File: config.mk
export PLATFORM = sky130hd
export DESIGN_NAME = ifu_prefetch
export DESIGN_NICKNAME = d
export VERILOG_FILES = /design/src/rtl/ifu_prefetch.sv
export SDC_FILE = /design/constraint.sdc
export NUM_CORES = 1
export LEC_CHECK = 0
export CORE_MARGIN = 4
export CORE_UTILIZATION = 37
export CTS_CLUSTER_SIZE = 30
export DETAILED_ROUTE_END_ITERATION = 12
export HOLD_SLACK_MARGIN = 0.06
export PLACE_DENSITY = 0.57
export SLEW_MARGIN = 20
export SYNTH_ARGS = -nofsm -noshare
export SYNTH_HDL_FRONTEND = slang
export SYNTH_SLANG_ARGS = --single-unit
File: constraint.sdc
create_clock -name clk -period 3.1 [get_ports clk]
set_input_delay 0.31 -clock clk [delete_from_list [all_inputs] [get_ports clk]]
set_output_delay 0.31 -clock clk [all_outputs]
set_load 0.005 [all_outputs]
File: src/rtl/ifu_prefetch.sv
// ifu_prefetch
//   Instruction fetch unit with an in-order prefetch queue between instruction
//   memory and decode. Sequential fetch requests are issued while there is room
//   for their responses. Returned instructions are queued with their PCs. A
//   branch redirect flushes the queue, and responses still in flight from the
//   old stream are discarded.
//
// Ports
//   clk, resetn              rising-edge clock, asynchronous active-low reset
//   doBranch, branchAdr      redirect fetch to branchAdr and flush the queue
//   stall                    decode not accepting; the head entry is held
//   imem_req, imem_addr      fetch request and its address
//   imem_ready               request accepted when imem_req & imem_ready
//   imem_rvalid, imem_rdata  in-order fetch responses
//   IR, PC, InstrRd          head instruction, its address, valid flag
module ifu_prefetch #(
  parameter int                     PC_WIDTH  = 32,
  parameter int                     INS_WIDTH = 32,
  parameter int                     DEPTH     = 4,
  parameter logic [PC_WIDTH-1:0]    RESET_PC  = '0
) (
  input  logic                 clk,
  input  logic                 resetn,
  input  logic                 doBranch,
  input  logic [PC_WIDTH-1:0]  branchAdr,
  input  logic                 stall,
  output logic                 imem_req,
  output logic [PC_WIDTH-1:0]  imem_addr,
  input  logic                 imem_ready,
  input  logic                 imem_rvalid,
  input  logic [INS_WIDTH-1:0] imem_rdata,
  output logic [INS_WIDTH-1:0] IR,
  output logic [PC_WIDTH-1:0]  PC,
  output logic                 InstrRd
);

  localparam int                  CW      = $clog2(DEPTH + 1);
  localparam int                  PW      = $clog2(DEPTH);
  localparam logic [PC_WIDTH-1:0] PC_STEP = PC_WIDTH'(INS_WIDTH / 8);
  localparam logic [CW:0]         DEPTH_C = (CW + 1)'(DEPTH);

  logic [PC_WIDTH-1:0]  fetch_pc_q, fetch_pc_d;
  logic [PC_WIDTH-1:0]  resp_pc_q, resp_pc_d;
  logic [CW-1:0]        count_q, count_d;
  logic [CW-1:0]        outst_q, outst_d;
  logic [CW-1:0]        drop_q, drop_d;
  logic [PW-1:0]        head_q, head_d;
  logic [PW-1:0]        tail_q, tail_d;
  logic [PC_WIDTH-1:0]  pc_mem_q  [DEPTH];
  logic [PC_WIDTH-1:0]  pc_mem_d  [DEPTH];
  logic [INS_WIDTH-1:0] ins_mem_q [DEPTH];
  logic [INS_WIDTH-1:0] ins_mem_d [DEPTH];

  logic credit;
  logic accept;
  logic pop;
  logic push;
  logic discard;

  // A request is only issued when the queue has room for every response that
  // could come back, so a response never finds the queue full. The request is
  // also held low while reset is asserted.
  assign credit    = ({1'b0, count_q} + {1'b0, outst_q}) < DEPTH_C;
  assign imem_req  = resetn & ~doBranch & credit;
  assign imem_addr = fetch_pc_q;
  assign accept    = imem_req & imem_ready;

  assign InstrRd   = (count_q != '0);
  assign pop       = InstrRd & ~stall;
  assign discard   = imem_rvalid & (drop_q != '0);
  assign push      = imem_rvalid & (drop_q == '0) & ~doBranch;

  assign IR = InstrRd ? ins_mem_q[head_q] : '0;
  assign PC = InstrRd ? pc_mem_q[head_q]  : '0;

  always_comb begin
    fetch_pc_d = fetch_pc_q;
    resp_pc_d  = resp_pc_q;
    count_d    = count_q;
    outst_d    = outst_q;
    drop_d     = drop_q;
    head_d     = head_q;
    tail_d     = tail_q;
    pc_mem_d   = pc_mem_q;
    ins_mem_d  = ins_mem_q;

    if (doBranch) begin
      // No request can be accepted in a branch cycle. Every response still in
      // flight after this cycle belongs to the old stream and must be dropped.
      fetch_pc_d = branchAdr;
      resp_pc_d  = branchAdr;
      count_d    = '0;
      head_d     = '0;
      tail_d     = '0;
      outst_d    = outst_q - CW'(imem_rvalid);
      drop_d     = outst_q - CW'(imem_rvalid);
    end else begin
      if (accept) begin
        fetch_pc_d = fetch_pc_q + PC_STEP;
      end
      outst_d = outst_q + CW'(accept) - CW'(imem_rvalid);
      if (discard) begin
        drop_d = drop_q - CW'(1);
      end
      if (push) begin
        pc_mem_d[tail_q]  = resp_pc_q;
        ins_mem_d[tail_q] = imem_rdata;
        tail_d            = tail_q + PW'(1);
        resp_pc_d         = resp_pc_q + PC_STEP;
      end
      if (pop) begin
        head_d = head_q + PW'(1);
      end
      count_d = count_q + CW'(push) - CW'(pop);
    end
  end

  always_ff @(posedge clk or negedge resetn) begin
    if (!resetn) begin
      fetch_pc_q <= RESET_PC;
      resp_pc_q  <= RESET_PC;
      count_q    <= '0;
      outst_q    <= '0;
      drop_q     <= '0;
      head_q     <= '0;
      tail_q     <= '0;
    end else begin
      fetch_pc_q <= fetch_pc_d;
      resp_pc_q  <= resp_pc_d;
      count_q    <= count_d;
      outst_q    <= outst_d;
      drop_q     <= drop_d;
      head_q     <= head_d;
      tail_q     <= tail_d;
    end
  end

  // Queue storage needs no reset: entries are only visible once counted.
  always_ff @(posedge clk) begin
    pc_mem_q  <= pc_mem_d;
    ins_mem_q <= ins_mem_d;
  end

endmodule
---- After elaboration in Yosys (flattened, before gate mapping) ----
Cells that the tools add are included.
word-level totals
  register bits after elaboration ......... 333
  bits in latches ......................... 0
  RAM bits ................................ 0
  ROM bits ................................ 0
  logic and storage cells ................. 74
  memories kept ........................... 0
operators by class
  $add $sub $neg .......................... 11
  multiply operators ...................... 0
  div/mod/pow operators ................... 0
  order comparisons ....................... 4
  eq/ne operators ......................... 0
  shifts and indexed selects .............. 0
  multiplexer cells ....................... 24
  bitwise logic cells ..................... 11
  reduce and logical (&&, ||, !) cells .... 9
operators by type and width
  operator                                                                      number
  32-bit 2-to-1 mux                                                             11
  128-bit bitwise mux                                                           2
  32-bit binary-select mux with 2-bit select                                    2
  32-bit by 3-bit adder with 32-bit output, second input constant               2
  32-bit demux with 2-bit select                                                1
  3-bit 2-to-1 mux                                                              4
  3-bit by 1-bit subtractor with 3-bit output                                   3
  2-bit 2-to-1 mux                                                              4
  2-bit nonzero test                                                            4
  1-bit AND                                                                     7
  3-bit by 1-bit adder with 3-bit output                                        2
  3-bit >= comparator, second input constant                                    2
  2-bit inverter with 3-bit output                                              2
  3-bit nonzero test                                                            2
  2-bit by 1-bit adder with 2-bit output, second input constant                 2
  3-bit by 3-bit adder with 4-bit output                                        1
  4-bit by 3-bit less-than comparator with 1-bit output, second input constant  1
  3-bit zero test                                                               1
  3-bit by 1-bit less-than comparator with 1-bit output, second input constant  1
  3-bit by 1-bit subtractor with 3-bit output, second input constant            1
  1-bit inverter                                                                2
  2-bit AND reduction                                                           1
  1-bit logical AND                                                             1

---- Depth between registers and ports, before layout ----
  word-level depth ........................ 7
  mapped depth ............................ 12

---- Worst setup path after synthesis ----
OpenSTA, ideal clock, no wires.
  path kind ............................... register to register
  start ................................... register drop_q[0]
  end ..................................... register ins_mem_q[0] (netlist bit) (enable)
  library setup time ...................... 429 ps
  arrival ................................. 2544 ps
  data required time ...................... 2671 ps
  slack ................................... 127 ps
  cell stages (with the launch flop) ...... 6
  buffers on the path ..................... 0
  cells stage by stage .................... dfrtp_1 -> inv_1 -> ha_1 -> nand3b_4 -> nor2_1 -> and2_1
on the way
  word-level cells in the longest chain between the ends .. 4
RTL lines
  what                           line  source
  start: declaration             46    logic [CW-1:0] drop_q, drop_d;
  start signal: assignment       132   drop_q <= drop_d;
  3-bit zero test                71    assign push = imem_rvalid & (drop_q == '0) & ~doBranch;
  1-bit AND (2 in a row)         71
  2-bit AND reduction (no line)  --
  end signal: assignment         141   ins_mem_q <= ins_mem_d;
  end: declaration               51    logic [INS_WIDTH-1:0] ins_mem_q [DEPTH];
No other way between the ends.
A chain may end at the register's enable or synchronous reset.

---- Final worst setup path ----
  start ................................... register head_q[0]
  end ..................................... output port IR[8]
on the way
  word-level cells in the longest chain between the ends .. 5
RTL lines
  what                                                    line  source
  start: declaration                                      47    logic [PW-1:0] head_q, head_d;
  start signal: assignment                                125   head_q <= '0;
  start signal: assignment                                133   head_q <= head_d;
  2-bit inverter with 3-bit output (not written as such)  73    assign IR = InstrRd ? ins_mem_q[head_q] : '0;
  32-bit binary-select mux with 2-bit select              73
  32-bit 2-to-1 mux (not written as such) (2 in a row)    73
  32-bit 2-to-1 mux                                       73
  end: declaration                                        32    output logic [INS_WIDTH-1:0] IR,
No other way between the ends. The select of a mux whose other input is x is not followed.

==> impl_metrics.yaml <==
die:
  die_y_um: 203.0
  core-area_um2: 37580
  io_pins: 168
  initial_core_util_pct: 37.42
  dieArea_um2: 41190
  rows: 71
  dieWidth_um: 203.0
grt:
  grt_max_degree: 70
  grt_pass1_vias: 8624
  grt_pass1_wl_mm: 50.93
  grt_overflow: 0
  grt_usage_pct: 15.76
  grt_antenna_before_repair: 0
layout:
  final_area_um2: 17720
  layout.nets: 1151
  area_growth_pct: 25.99
  drive_gt1_share_pct: 15.49
  mostFrequentLayoutCells: "256 x edfxtp_1, 165 x clkdlybuf4s50_1, 75 x dfrtp_1"
  mostFrequentLayoutCell: "edfxtp_1"
cts:
  cts_tree: "yes"
  cts_buffers: 37
  path_clk_slew_ns: 0.06
  cts_setup_buffers: 0
  clk_path_buf_depth: 3
  cts.repair.resized: 0
  clk_latency_ns: 0.51
  cts_max_level: 2
  clock-root-buffer: "clkbuf_16"
  postCtsHoldBufs: 1
  numClockSinks: 333
sta:
  rsz0062_at_grt: "no"
  max_freq_mhz: 344.4
  finalMaxSlewViolations: 0
  period_needed_ns: 2.904
  hold_viol_final: 0
  final.setup_skew_ns: 0.02040
  slew_headroom_pct: 48.74
  setup_viol: 0
  fin_crit_sh_pct: 93.66
  fin_setup_tns_ns: 0
  fin_ws_ns: 0.1965
  worst_pin_slew_ns: 0.7690
  whs_ns: 0.3870
run_status:
  status: "finished, final reports clean"
power:
  p_per_area_nw_per_um2: 743.0
  power.leakage_nw: 6.024
  ir_drop_mv: 0.4219
route:
  viasPerCell: 5.043
  vias: 8084
  routedWlPerCell_um: 20.12
  drt-pass1-iter-count: 4
  drc: 0
  routed_wl_mm: 32.25
  ant_nets: 0
  initialDrtViolationCount: 367
synth:
  yosysWarnings: 0
  synth_area_um2: 14060
  synth_ff_type: "edfxtp_1"
  syn_inst: 871
  synth_nets: 959
  synth_edf_count: 256
  ys_top_cells_by_area: "edfxtp_1 55%, dfrtp_1 14%, mux4_2 10%"
  synth_seq_cells: 333
  yosysTopAreaCellShare_pct: 54.67
  syn_area_per_cell_um2: 16.14
  async_flop_share_pct: 23.12
  yosysTopAreaCell: "edfxtp_1"
  yosysSeqAreaShare_pct: 68.37
  synth_cell_types: 59
critical_path:
  critical_path.max_fanout: 23
  critPathLaunchType: "flip-flop"
  crit_path_end_kind: "output port"
  required_ns: 2.79
  cp.arrival_ns: 2.59
  worstSetupPathType: "flip-flop to output port"
job:
  maxCapViolations: 0
placement:
  gp_congestion: 0.8275
  placed_area_um2: 16500
  numPortBuffers: 167
  pre_cts_ws_ns: 0.4006
  dp_hpwl_mm: 20.92
hold_path:
  min_path_type: "input port to async pin"
-- report_power, final --
group | total (W) | internal [W] | switching [W]
Sequential | 0.00540 | 0.00512 | 0.000283
Clock | 0.00431 | 0.00263 | 0.00168
Combinational | 0.00345 | 0.00199 | 0.00147
Total | 0.0132 | 0.00974 | 0.00343
-- final cells by class --
class | count | area, um2
diodes | 1 | 2.502
flip-flops and latches | 333 | 9622
repair buffers | 191 | 1959
clock inverters | 20 | 198.9
fillers | 3283 | 19860
inverters | 25 | 93.84
clock buffers | 47 | 1006
multi-input cells | 475 | 4195
well taps | 511 | 639.4
-- cell usage after synthesis (all sizes together) (6+ instances only) --
cell and count:
or3 6, mux2 9, xor2 29, o21ai 40, inv 24, dfrtp 77, o211ai 15, ha 16
and3 9, nor3 7, xnor2 15, nand4 22, nor2 27, edfxtp 256, mux4 64, buf 17
nand3 34, a21oi 10, nand2 52, and2 70, clkbuf 21, o311ai 7
-- final timing paths --
| path | startpoint | to | slack, ns | cells after the start |
|---|---|---|---|---|
| setup / recovery | head_q[0]$_DFFE_PN0P_ | IR[8] | 0.20 | 4 |
| setup reg to reg | count_q[1]$_DFF_PN0_ | outst_q[2]$_DFF_PN0_ | 0.56 | 11 |
| hold / removal | resetn | imem_addr[6]$_DFFE_PN0N_ | 0.39 | 3 |
| max in group asynchronous | resetn | head_q[0]$_DFFE_PN0P_ | 1.56 | 4 |
| hold reg to reg | outst_q[2]$_DFF_PN0_ | outst_q[2]$_DFF_PN0_ | 0.51 | 1 |
| min in group clk | branchAdr[1] | resp_pc_q[1]$_DFFE_PN0P_ | 0.41 | 3 |
-- registers in the layout (all words and copies together) (netlist names) --
| name | cells |
|---|---|
| count_q | 3 |
| head_q | 2 |
| drop_q | 3 |
| resp_pc_q | 32 |
| ins_mem_q | 128 |
| tail_q | 2 |
| pc_mem_q | 128 |
| imem_addr | 32 |
| outst_q | 3 |
-- metal layers --
metal,vias up,global-route usage (%),share of wire (%)
met5,-,0,0
met4,0,3.201,1.5
met3,40,3.051,5.7
met2,239,25.42,47
met1,4066,22.59,45
li1,3739,-,-
-- metrics by stage --
step                      instances  power [W]  utilization [%]
final                          1603    0.01316            47.15
after global routing           1602    0.01390            47.14
after CTS                      1602    0.01341            47.14
after detailed placement       1534   0.009053            43.91
after global placement         1534   0.009028            43.91
after floorplan                 871   0.007221                -
-- critical path: stages, from the launching register on --
cell             delay, ns
dfrtp_4               0.42
buf_4                 0.44
mux4_2                0.57
and2_1                0.17
clkdlybuf4s50_1       0.47
-- cell families after synthesis --
family | Yosys count | synth area share, %
flops | 333 | 68.37
simple gates | 253 | 10.49
compound gates | 85 | 3.701
mux | 75 | 11.11
buf+inv | 63 | 1.877
xor+xnor | 44 | 2.740
fa+ha+maj | 18 | 1.708
Note: power is estimated with default switching activity, not from simulation.
